===== src/rtl/bus_rr_arbiter.sv =====
// Round-robin arbiter sharing one req/gnt/data slave port among NUM_REQ requesters.
// Ownership holds while req stays high, yields after MAX_HOLD transfers if others wait, and every handover costs one dead cycle.
module bus_rr_arbiter #(
  parameter int unsigned NUM_REQ  = 4,
  parameter int unsigned DATA_W   = 8,
  parameter int unsigned MAX_HOLD = 8,
  localparam int unsigned OW      = (NUM_REQ > 1) ? $clog2(NUM_REQ) : 1
) (
  input  logic                      clk,
  input  logic                      rst_n,
  input  logic [NUM_REQ-1:0]        req,
  input  logic [NUM_REQ*DATA_W-1:0] m_data,
  output logic [NUM_REQ-1:0]        gnt,
  output logic                      s_req,
  output logic [DATA_W-1:0]         s_data,
  input  logic                      s_gnt,
  output logic [OW-1:0]             owner,
  output logic                      busy
);

  localparam int unsigned CW = $clog2(MAX_HOLD + 1);

  typedef enum logic [1:0] {
    IDLE  = 2'd0,
    GRANT = 2'd1,
    TURN  = 2'd2
  } state_t;

  state_t             state_q, state_d;
  logic [NUM_REQ-1:0] gnt_d;
  logic [OW-1:0]      owner_d;
  logic [OW-1:0]      last_q, last_d;
  logic [CW-1:0]      xfer_cnt, cnt_d;

  logic               win_vld;
  logic [OW-1:0]      win_idx;
  logic               others_wait;
  logic               at_limit;

  // Rotating scan: last+1 first, the previous owner is considered last.
  always_comb begin
    win_vld = 1'b0;
    win_idx = '0;
    for (int unsigned k = 1; k <= NUM_REQ; k++) begin
      if (!win_vld && req[OW'((32'(last_q) + k) % NUM_REQ)]) begin
        win_vld = 1'b1;
        win_idx = OW'((32'(last_q) + k) % NUM_REQ);
      end
    end
  end

  assign others_wait = |(req & ~gnt);
  assign at_limit    = (xfer_cnt == CW'(MAX_HOLD));

  // State and datapath registers.
  always_ff @(posedge clk or negedge rst_n) begin
    if (!rst_n) begin
      state_q  <= IDLE;
      gnt      <= '0;
      owner    <= '0;
      last_q   <= OW'(NUM_REQ - 1);
      xfer_cnt <= '0;
    end else begin
      state_q  <= state_d;
      gnt      <= gnt_d;
      owner    <= owner_d;
      last_q   <= last_d;
      xfer_cnt <= cnt_d;
    end
  end

  // Next-state logic; a release takes priority over a preempt but both end the same way.
  always_comb begin
    state_d = state_q;
    gnt_d   = gnt;
    owner_d = owner;
    last_d  = last_q;
    cnt_d   = xfer_cnt;
    case (state_q)
      IDLE, TURN: begin
        if (win_vld) begin
          state_d = GRANT;
          gnt_d   = NUM_REQ'(1) << win_idx;
          owner_d = win_idx;
          cnt_d   = '0;
        end else begin
          state_d = IDLE;
          gnt_d   = '0;
        end
      end
      GRANT: begin
        if (!req[owner] || (at_limit && others_wait)) begin
          state_d = TURN;
          gnt_d   = '0;
          last_d  = owner;
        end else if (s_gnt && !at_limit) begin
          cnt_d = xfer_cnt + CW'(1);
        end
      end
      default: begin
        state_d = IDLE;
        gnt_d   = '0;
      end
    endcase
  end

  // Slave-side forwarding, gated by the registered state.
  always_comb begin
    busy   = (state_q == GRANT);
    s_req  = 1'b0;
    s_data = '0;
    if (state_q == GRANT) begin
      s_req  = req[owner];
      s_data = m_data[32'(owner) * DATA_W +: DATA_W];
    end
  end

endmodule


===== config.mk =====
export PLATFORM = sky130hd
export DESIGN_NAME = bus_rr_arbiter
export DESIGN_NICKNAME = d
export VERILOG_FILES = /design/src/rtl/bus_rr_arbiter.sv
export SDC_FILE = /design/constraint.sdc
export NUM_CORES = 1
export LEC_CHECK = 0
export ABC_AREA = 1
export CAP_MARGIN = 0
export CELL_PAD_IN_SITES_DETAIL_PLACEMENT = 0
export CELL_PAD_IN_SITES_GLOBAL_PLACEMENT = 1
export CORE_ASPECT_RATIO = 0.8
export CORE_MARGIN = 2
export CORE_UTILIZATION = 28
export CTS_CLUSTER_SIZE = 12
export DETAILED_ROUTE_END_ITERATION = 10
export PLACE_DENSITY = 0.89
export RECOVER_POWER = 100
export SLEW_MARGIN = 40
export SYNTH_ARGS = -nofsm -noshare
export SYNTH_HDL_FRONTEND = slang
export SYNTH_SLANG_ARGS = --single-unit

===== constraint.sdc =====
create_clock -name clk -period 2.2 [get_ports clk]
set_clock_uncertainty 0.05 [all_clocks]
set_input_delay 0.55 -clock clk [delete_from_list [all_inputs] [get_ports clk]]
set_output_delay 0.55 -clock clk [all_outputs]
set_load 0.01 [all_outputs]

==> flow_summary.yaml, run 1 <==
outcome:
  status: "finished clean"
power_and_ir_drop:
  static-leakage-power_uw: 0.000925
  power.total_uw: 2440
  p_comb_frac: 0.709
  seqPwrFrac: 0.188
  p_switching_uw: 1210
  clkPwrFrac: 0.102
  p_int_uw: 1220
  power_density_mw_per_mm2: 1240
  vdd_drop_max_v: 0.000777
  switching_share: 0.498
die:
  io_pins: 55
  die_w_um: 79.9
  die_y_um: 64.7
  coreArea_mm2: 0.00451
  start_util: 0.285
  num_rows: 22
  dieArea_mm2: 0.00516
finish:
  layout.nets: 304
  final_common_cell: "clkdlybuf4s50_1"
  antenna_cells: 0
  layout_common_cells: "40 x clkdlybuf4s50_1, 39 x nand2_1, 36 x nor2_1"
  layout.area.seq_um2: 353
  areaGrowthSynthToFinish_pct: 52.5
  multiInputGateArea_um2: 810
  drive_gt1_frac: 0.240
  final_util: 0.435
  fill_cells: 460
logic_synthesis:
  syn_area_mm2: 0.00129
  yosysWarnings: 0
  seq_area_frac_synth: 0.274
  syn_nets: 240
  yosys-top-cells-area: "dfrtp_1 23%, nand2_1 11%, nor2_1 10%"
  avgSynthCellArea_um2: 6.48
  yosysUniqueCellTypes: 28
  post-synth-top-area-fraction: 0.233
  synth_top_cell_by_area: "dfrtp_1"
  ys_ff_latch: 14
  synthCells: 199
hold_path:
  hold_path.class: "reg -> reg"
  hold_depth: 2
setup_path:
  cp-endpoint: "s_req"
  r2r_start: "last_q[0]"
  required_ps: 1600
  reg2reg_to: "gnt[2]"
  startpoint: "req[1]"
  worst_setup_path_start_kind: "input pin"
  crit_path_end_kind: "primary output"
  crit_fanout: 2
  crit_type: "in -> out"
  worstPathArrival_ps: 1540
  r2r_slack_ps: 410
  worstRegToRegCells: 11
timing:
  rsz0062_at_grt: "true"
  worstMarginPinSlew_ps: 631
  finalSetupViolations: 0
  finalMaxSlewViolations: 0
  fin_crit_ps: 2140
  finalHoldViolations: 0
  max_freq_mhz: 468
  timing.setup.tns_ps: 0
  finalCritPeriodShare: 0.972
  relSlewSlack: 0.578
route:
  drtAntennaViolNets: 0
  routed_wl_mm: 3.75
  avgViaCountPerCell: 4.49
  wl_per_cell_um: 11.6
  via_count: 1445
  drtPass1Iterations: 4
  drt_iter0_drc: 70
  drcViolationCount: 0
placed_design:
  dpl.hpwl_mm: 2.92
  numPortBuffers: 54
  place_congestion: 0.810
global_route:
  grt_pass1_vias: 1412
  gr-total-overflow: 0
  grt_max_degree: 15
  antenna_found_initial: 0
  grt_first_pass_wirelength_mm: 6.34
  grt_use_total: 0.152
clocking:
  clk_latency_ps: 240
  clock_tree.buffer_depth: 2
  cts_root_buf: "clkbuf_8"
  htreeDepth: 1
  cts_buffers: 3
  cts_tree: "yes"
  clock_sinks: 14
  path_clk_slew_ps: 60
run:
  maxCapViolations: 0
==> flip-flops by register name (all words and copies together), names as in the netlist <==
name,count
last_q,2
owner,2
gnt,4
state_q,2
xfer_cnt,4
==> final cells by class <==
| cell class | instances | area share |
|---|---|---|
| flip-flops and latches | 14 | 0.180 |
| well taps | 60 | 0.0382 |
| inverters | 19 | 0.0376 |
| clock buffers | 4 | 0.0280 |
| repair buffers | 67 | 0.305 |
| multi-input cells | 158 | 0.412 |
==> worst min path at each step <==
stage,to,slack [ps],startpoint
after floorplan,gnt[0],200,rst_n
after global placement,gnt[2],450,gnt[2]
after detailed placement,gnt[2],440,gnt[2]
after CTS,gnt[2],470,gnt[2]
after global routing,gnt[2],470,gnt[2]
final,gnt[2],470,gnt[2]
==> cells in the mapped netlist (all sizes together) <==
library cell	n
a21oi	9
and2	1
buf	5
clkbuf	3
dfrtp	12
dfstp	2
ha	2
inv	19
nand2	57
nand3	14
nand4	4
nor2	40
o21ai	25
o21bai	3
o22ai	1
or2	1
xor2	1
==> per-layer routing <==
layer  vias to the layer above  part of all wire  global-route usage
met5                         -                 0                   0
met4                         0            0.0048              0.0169
met3                         2             0.066              0.0348
met2                        35              0.43               0.252
met1                       642              0.49               0.208
li1                        766                 -                   -
==> kinds of logic after synthesis <==
kind of cell	Yosys count	share of synthesized area
adders and majority gates	2	0.0194
and+or+nand+nor	117	0.440
DFF	14	0.274
buffers and inverters	27	0.100
AOI/OAI and AO/OA	38	0.160
xor gates and xnor gates	1	0.00680
==> critical path, cell delays in order <==
cell	delay, ps
clkdlybuf4s50_1	480
nand2_1	60
nand3_1	90
nand2_2	110
nor2_4	140
buf_6	120
==> repair_timing <==
item | CTS | global route
pin swaps | 1 | 3
endpoints found under the hold margin | 0 | 0
gates cloned | 0 | 0
setup endpoints to repair | 9 | 9
setup buffers | 1 | 0
gates resized for setup | 26 | 13
hold buffers | 0 | 0
==> per-stage QoR <==
stage               hold WS (ps)  cells  cell area [µm²]  worst slack [ps]
global placement             454    317             1940              -390
global route                 473    322             1970             -18.8
floorplan                    204    199             1290               396
detailed placement           445    317             1940              -390
CTS                          466    322             2010              4.11
finish                       466    322             1970              62.1
==> power groups by stage <==
| stage | clock network, µW | logic, µW | registers, µW |
|---|---|---|---|
| detailed placement | 0 | 1790 | 461 |
| global placement | 0 | 1780 | 464 |
| CTS | 255 | 1780 | 458 |
| finish | 250 | 1730 | 458 |
| global route | 264 | 1960 | 477 |
| floorplan | 0 | 1190 | 438 |
(Power assumes the default switching activity.)
==> inputs of run 2 (changes only) <==
==> constraint.sdc (replaced) <==
create_clock -name clk -period 2.2 [get_ports clk]
set_clock_uncertainty 0.05 [all_clocks]
set_input_delay 0.22 -clock clk [delete_from_list [all_inputs] [get_ports clk]]
set_output_delay 0.22 -clock clk [all_outputs]
set_load 0.005 [all_outputs]
==> flow_summary.yaml, run 2 (synthesized netlist as in run 1, its figures left out) <==
outcome:
  status: "finished clean"
power_and_ir_drop:
  vdd_drop_max_v: 0.000725
  static-leakage-power_uw: 0.000862
  power_density_mw_per_mm2: 1220
  switching_share: 0.489
  p_comb_frac: 0.705
  p_int_uw: 1190
  p_switching_uw: 1130
  seqPwrFrac: 0.199
  clkPwrFrac: 0.095
  power.total_uw: 2320
clocking:
  ctsResizeCount: 0
  clock_sinks: 14
  post_cts_buffers: 0
  cts_buffers: 3
  path_clk_slew_ps: 60
  cts_root_buf: "clkbuf_8"
  clock_tree.buffer_depth: 2
  htreeDepth: 1
  cts_tree: "yes"
  clk_latency_ps: 240
  postCtsHoldBufs: 0
global_route:
  grt_max_degree: 18
  gr-total-overflow: 0
  top_usage_layer: "met2"
  grt_pass1_vias: 1301
  grt_use_met2: 0.230
  antenna_found_initial: 0
  met3_usage: 0.0306
  use_met1: 0.229
  grt_first_pass_wirelength_mm: 6.38
  grt_use_total: 0.151
setup_path:
  crit_path_end_kind: "primary output"
  required_ps: 1930
  r2r_start: "last_q[0]"
  worstRegToRegCells: 9
  worstPathArrival_ps: 1790
  reg2reg_to: "gnt[3]"
  worst_setup_path_start_kind: "register"
  r2r_slack_ps: 200
  crit_type: "reg -> out"
  crit_fanout: 17
placed_design:
  dpl.hpwl_mm: 2.86
  pre_cts_ws_ps: 222
  placed_cell_area_mm2: 0.00188
  numPortBuffers: 54
  place_congestion: 0.801
  dp.cells: 309
timing:
  finalSetupViolations: 0
  rsz0062_at_grt: "false"
  max_freq_mhz: 486
  worstMarginPinSlew_ps: 664
  finalHoldViolations: 0
  fin_crit_ps: 2060
  timing.setup.tns_ps: 0
  finalMaxSlewViolations: 0
  relSlewSlack: 0.556
  finalCritPeriodShare: 0.936
  fin_ws_ps: 142
die:
  dieArea_mm2: 0.00516
  start_util: 0.285
  io_pins: 55
  num_rows: 22
  die_y_um: 64.7
  coreArea_mm2: 0.00451
  die_w_um: 79.9
finish:
  layout.nets: 295
  largestRegisters: "gnt x4, xfer_cnt x4"
  final_area_mm2: 0.00190
  antenna_cells: 0
  areaGrowthSynthToFinish_pct: 47.8
  final_common_cell: "clkdlybuf4s50_1"
  drive_gt1_frac: 0.142
  layout_common_cells: "49 x clkdlybuf4s50_1, 42 x nand2_1, 38 x nor2_1"
  fin_cells: 313
route:
  via_count: 1413
  routed_wl_mm: 3.79
  drtAntennaViolNets: 0
  wl_per_cell_um: 12.1
  drtPass1Iterations: 4
  drcViolationCount: 0
  drt_iter0_drc: 59
  avgViaCountPerCell: 4.51
run:
  maxCapViolations: 0
hold_path:
  hold_path.class: "in -> async"
-- run 2: how the worst max path moves through the flow --
stage | start | depth (start not counted) | endpoint
final | owner[0] | 6 | s_data[0]
after global routing | state_q[0] | 5 | s_req
after CTS | owner[0] | 5 | s_data[2]
after detailed placement | req[1] | 6 | s_req
after global placement | req[1] | 6 | s_req
after floorplan | last_q[0] | 12 | gnt[2]
-- run 2: layer usage --
layer / wire length, µm / up-vias
met4: 4 / 0
li1: - / 744
met1: 2030 / 629
met5: 0 / -
met3: 217 / 2
met2: 1540 / 38
-- run 2: final cells by class --
class	count	area, µm²
inverters	19	76.3
flip-flops and latches	14	353
repair buffers	58	574
well taps	60	75.1
fillers	484	2610
multi-input cells	158	781
clock buffers	4	45.0
-- run 2: power by group through the flow --
stage | Combinational (µW) | Sequential, µW | Clock [µW]
6_report | 1640 | 463 | 221
5_1_grt | 1850 | 477 | 235
4_1_cts | 1690 | 464 | 225
2_1_floorplan | 1150 | 424 | 0
3_3_place_gp | 1670 | 464 | 0
3_5_place_dp | 1680 | 467 | 0
-- run 2: worst max-delay path: stages, from the launching register on --
cell and delay, ps:
dfrtp_1 440, buf_6 210, nor2_1 60, nor2_1 70, o21ai_0 80, a21oi_1 150
clkdlybuf4s50_1 530
-- run 2: stage by stage --
step           hold slack, ps  utilization
2_1_floorplan            -126            -
3_3_place_gp              459        0.416
3_5_place_dp              458        0.416
4_1_cts                   342        0.426
5_1_grt                   442        0.422
6_report                  397        0.422
==> inputs of run 3 (changes only) <==
==> constraint.sdc (replaced) <==
create_clock -name clk -period 1.98 [get_ports clk]
set_clock_uncertainty 0.05 [all_clocks]
set_input_delay 0.198 -clock clk [delete_from_list [all_inputs] [get_ports clk]]
set_output_delay 0.198 -clock clk [all_outputs]
set_load 0.005 [all_outputs]
==> flow_summary.yaml, run 3 (synthesized netlist as in run 1, its figures left out) <==
outcome:
  status: "finished clean"
route:
  drcViolationCount: 0
  wl_per_cell_um: 11.8
  routed_wl_mm: 3.83
  drtAntennaViolNets: 0
  avgViaCountPerCell: 4.47
  drtPass1Iterations: 4
  via_count: 1454
  drt_iter0_drc: 56
hold_path:
  hold_path.class: "in -> async"
power_and_ir_drop:
  static-leakage-power_uw: 0.00101
  vdd_drop_max_v: 0.000699
  power.total_uw: 2730
  power_density_mw_per_mm2: 1340
clocking:
  cts_buffers: 3
  cts_root_buf: "clkbuf_8"
  clock_tree.buffer_depth: 2
  cts_tree: "yes"
  htreeDepth: 1
  clk_latency_ps: 250
  postCtsHoldBufs: 0
  path_clk_slew_ps: 60
  clock_sinks: 14
global_route:
  antenna_found_initial: 0
  grt_max_degree: 19
  grt_first_pass_wirelength_mm: 6.13
  grt_pass1_vias: 1286
  gr-total-overflow: 0
  grt_use_total: 0.149
timing:
  fin_crit_ps: 1830
  rsz0062_at_grt: "false"
  relSlewSlack: 0.564
  worstMarginPinSlew_ps: 651
  finalCritPeriodShare: 0.923
  finalSetupViolations: 0
  finalHoldViolations: 0
  timing.setup.tns_ps: 0
  max_freq_mhz: 547
  finalMaxSlewViolations: 0
setup_path:
  worst_setup_path_start_kind: "register"
  crit_fanout: 4
  worstPathArrival_ps: 1580
  crit_type: "reg -> out"
  crit_slowest_cell: "clkdlybuf4s50_1"
  required_ps: 1730
  crit_path_end_kind: "primary output"
  cpPeakStageDelay_ps: 510
  path_delay_family: "buffers and inverters"
  critPathBufInv: 3
  cp_cell_sequence: "inv_1 -> nor2_1 -> clkbuf_2 -> clkdlybuf4s50_1"
run:
  maxCapViolations: 0
finish:
  fill_cells: 469
  layout_common_cells: "39 x nand2_1, 39 x clkdlybuf4s50_1, 38 x nor2_1"
  largestRegisters: "gnt x4, xfer_cnt x4"
  drive_gt1_frac: 0.215
  antenna_cells: 0
  layout.nets: 307
  final_util: 0.451
  areaGrowthSynthToFinish_pct: 57.9
die:
  die_y_um: 64.7
  coreArea_mm2: 0.00451
  dieArea_mm2: 0.00516
  io_pins: 55
  die_w_um: 79.9
  start_util: 0.285
  num_rows: 22
placed_design:
  place_congestion: 0.835
  dpl.hpwl_mm: 2.86
  numPortBuffers: 54
-- run 3: cell types whose count changed in the layout (fill, tap and decap cells not counted), sizes merged, moves of 2 or more --
cell	before	now
inv	19	17
dlygate4sd2	0	4
dlymetal6s2s	0	3
buf	4	14
clkinvlp	0	2
clkbuf	4	6
clkdlybuf4s50	49	39
dlymetal6s4s	0	2
-- run 3: worst register-to-register path: stages (launching register included) --
cell and delay (ps):
dfstp_2 670, inv_4 100, nand2_2 90, nand3_2 50
nand2_1 190, nand3_2 100, nand2_2 140, inv_2 80
nand3_2 90, inv_1 40, nand2_1 50, nand2_1 50
-- run 3: path summary, 6_finish.rpt --
check	startpoint	to	slack, ps	cells after the start
worst max-delay path	state_q[0]	busy	150	4
worst min-delay path	rst_n	gnt[2]	370	1
worst max register to register	last_q[0]	gnt[2]	180	11
worst min register to register	gnt[2]	gnt[2]	450	2
max in group asynchronous	rst_n	owner[0]	1100	1
min in group clk	gnt[2]	gnt[2]	450	2
-- run 3: power breakdown --
group / total [µW] / switching (µW) / internal [µW]
clock network: 282 / 106 / 176
registers: 524 / 119 / 405
logic: 1920 / 1070 / 848
-- run 3: per-layer routing --
layer  wire length [µm]  share of wire  GRT usage
met1               1930           0.50      0.217
met4                  8         0.0021     0.0191
met3                253          0.066     0.0348
met2               1640           0.43      0.228
met5                  0              0          0
-- run 3: timing repair --
item,CTS,global route
setup endpoints to repair,9,5
pin swaps,0,1
setup buffers,4,3
gates resized for setup,7,8
-- run 3: through the flow --
step | std cells | worst slack (ps) | cell area, µm² | hold slack [ps]
3_3_place_gp | 314 | 110 | 1920 | 447
4_1_cts | 322 | 2.04 | 2010 | 313
6_report | 325 | 153 | 2030 | 368
2_1_floorplan | 199 | 448 | 1290 | -148
3_5_place_dp | 314 | 123 | 1920 | 445
5_1_grt | 325 | 44.9 | 2030 | 427
-- run 3: layout make-up --
type	count	area, µm²	share of cell area
Multi-Input combinational cell	158	800	0.393
Timing Repair Buffer	70	671	0.330
Sequential cell	14	353	0.173
Inverter	19	81.3	0.0400
Tap cell	60	75.1	0.0369
Clock buffer	4	55.1	0.0271
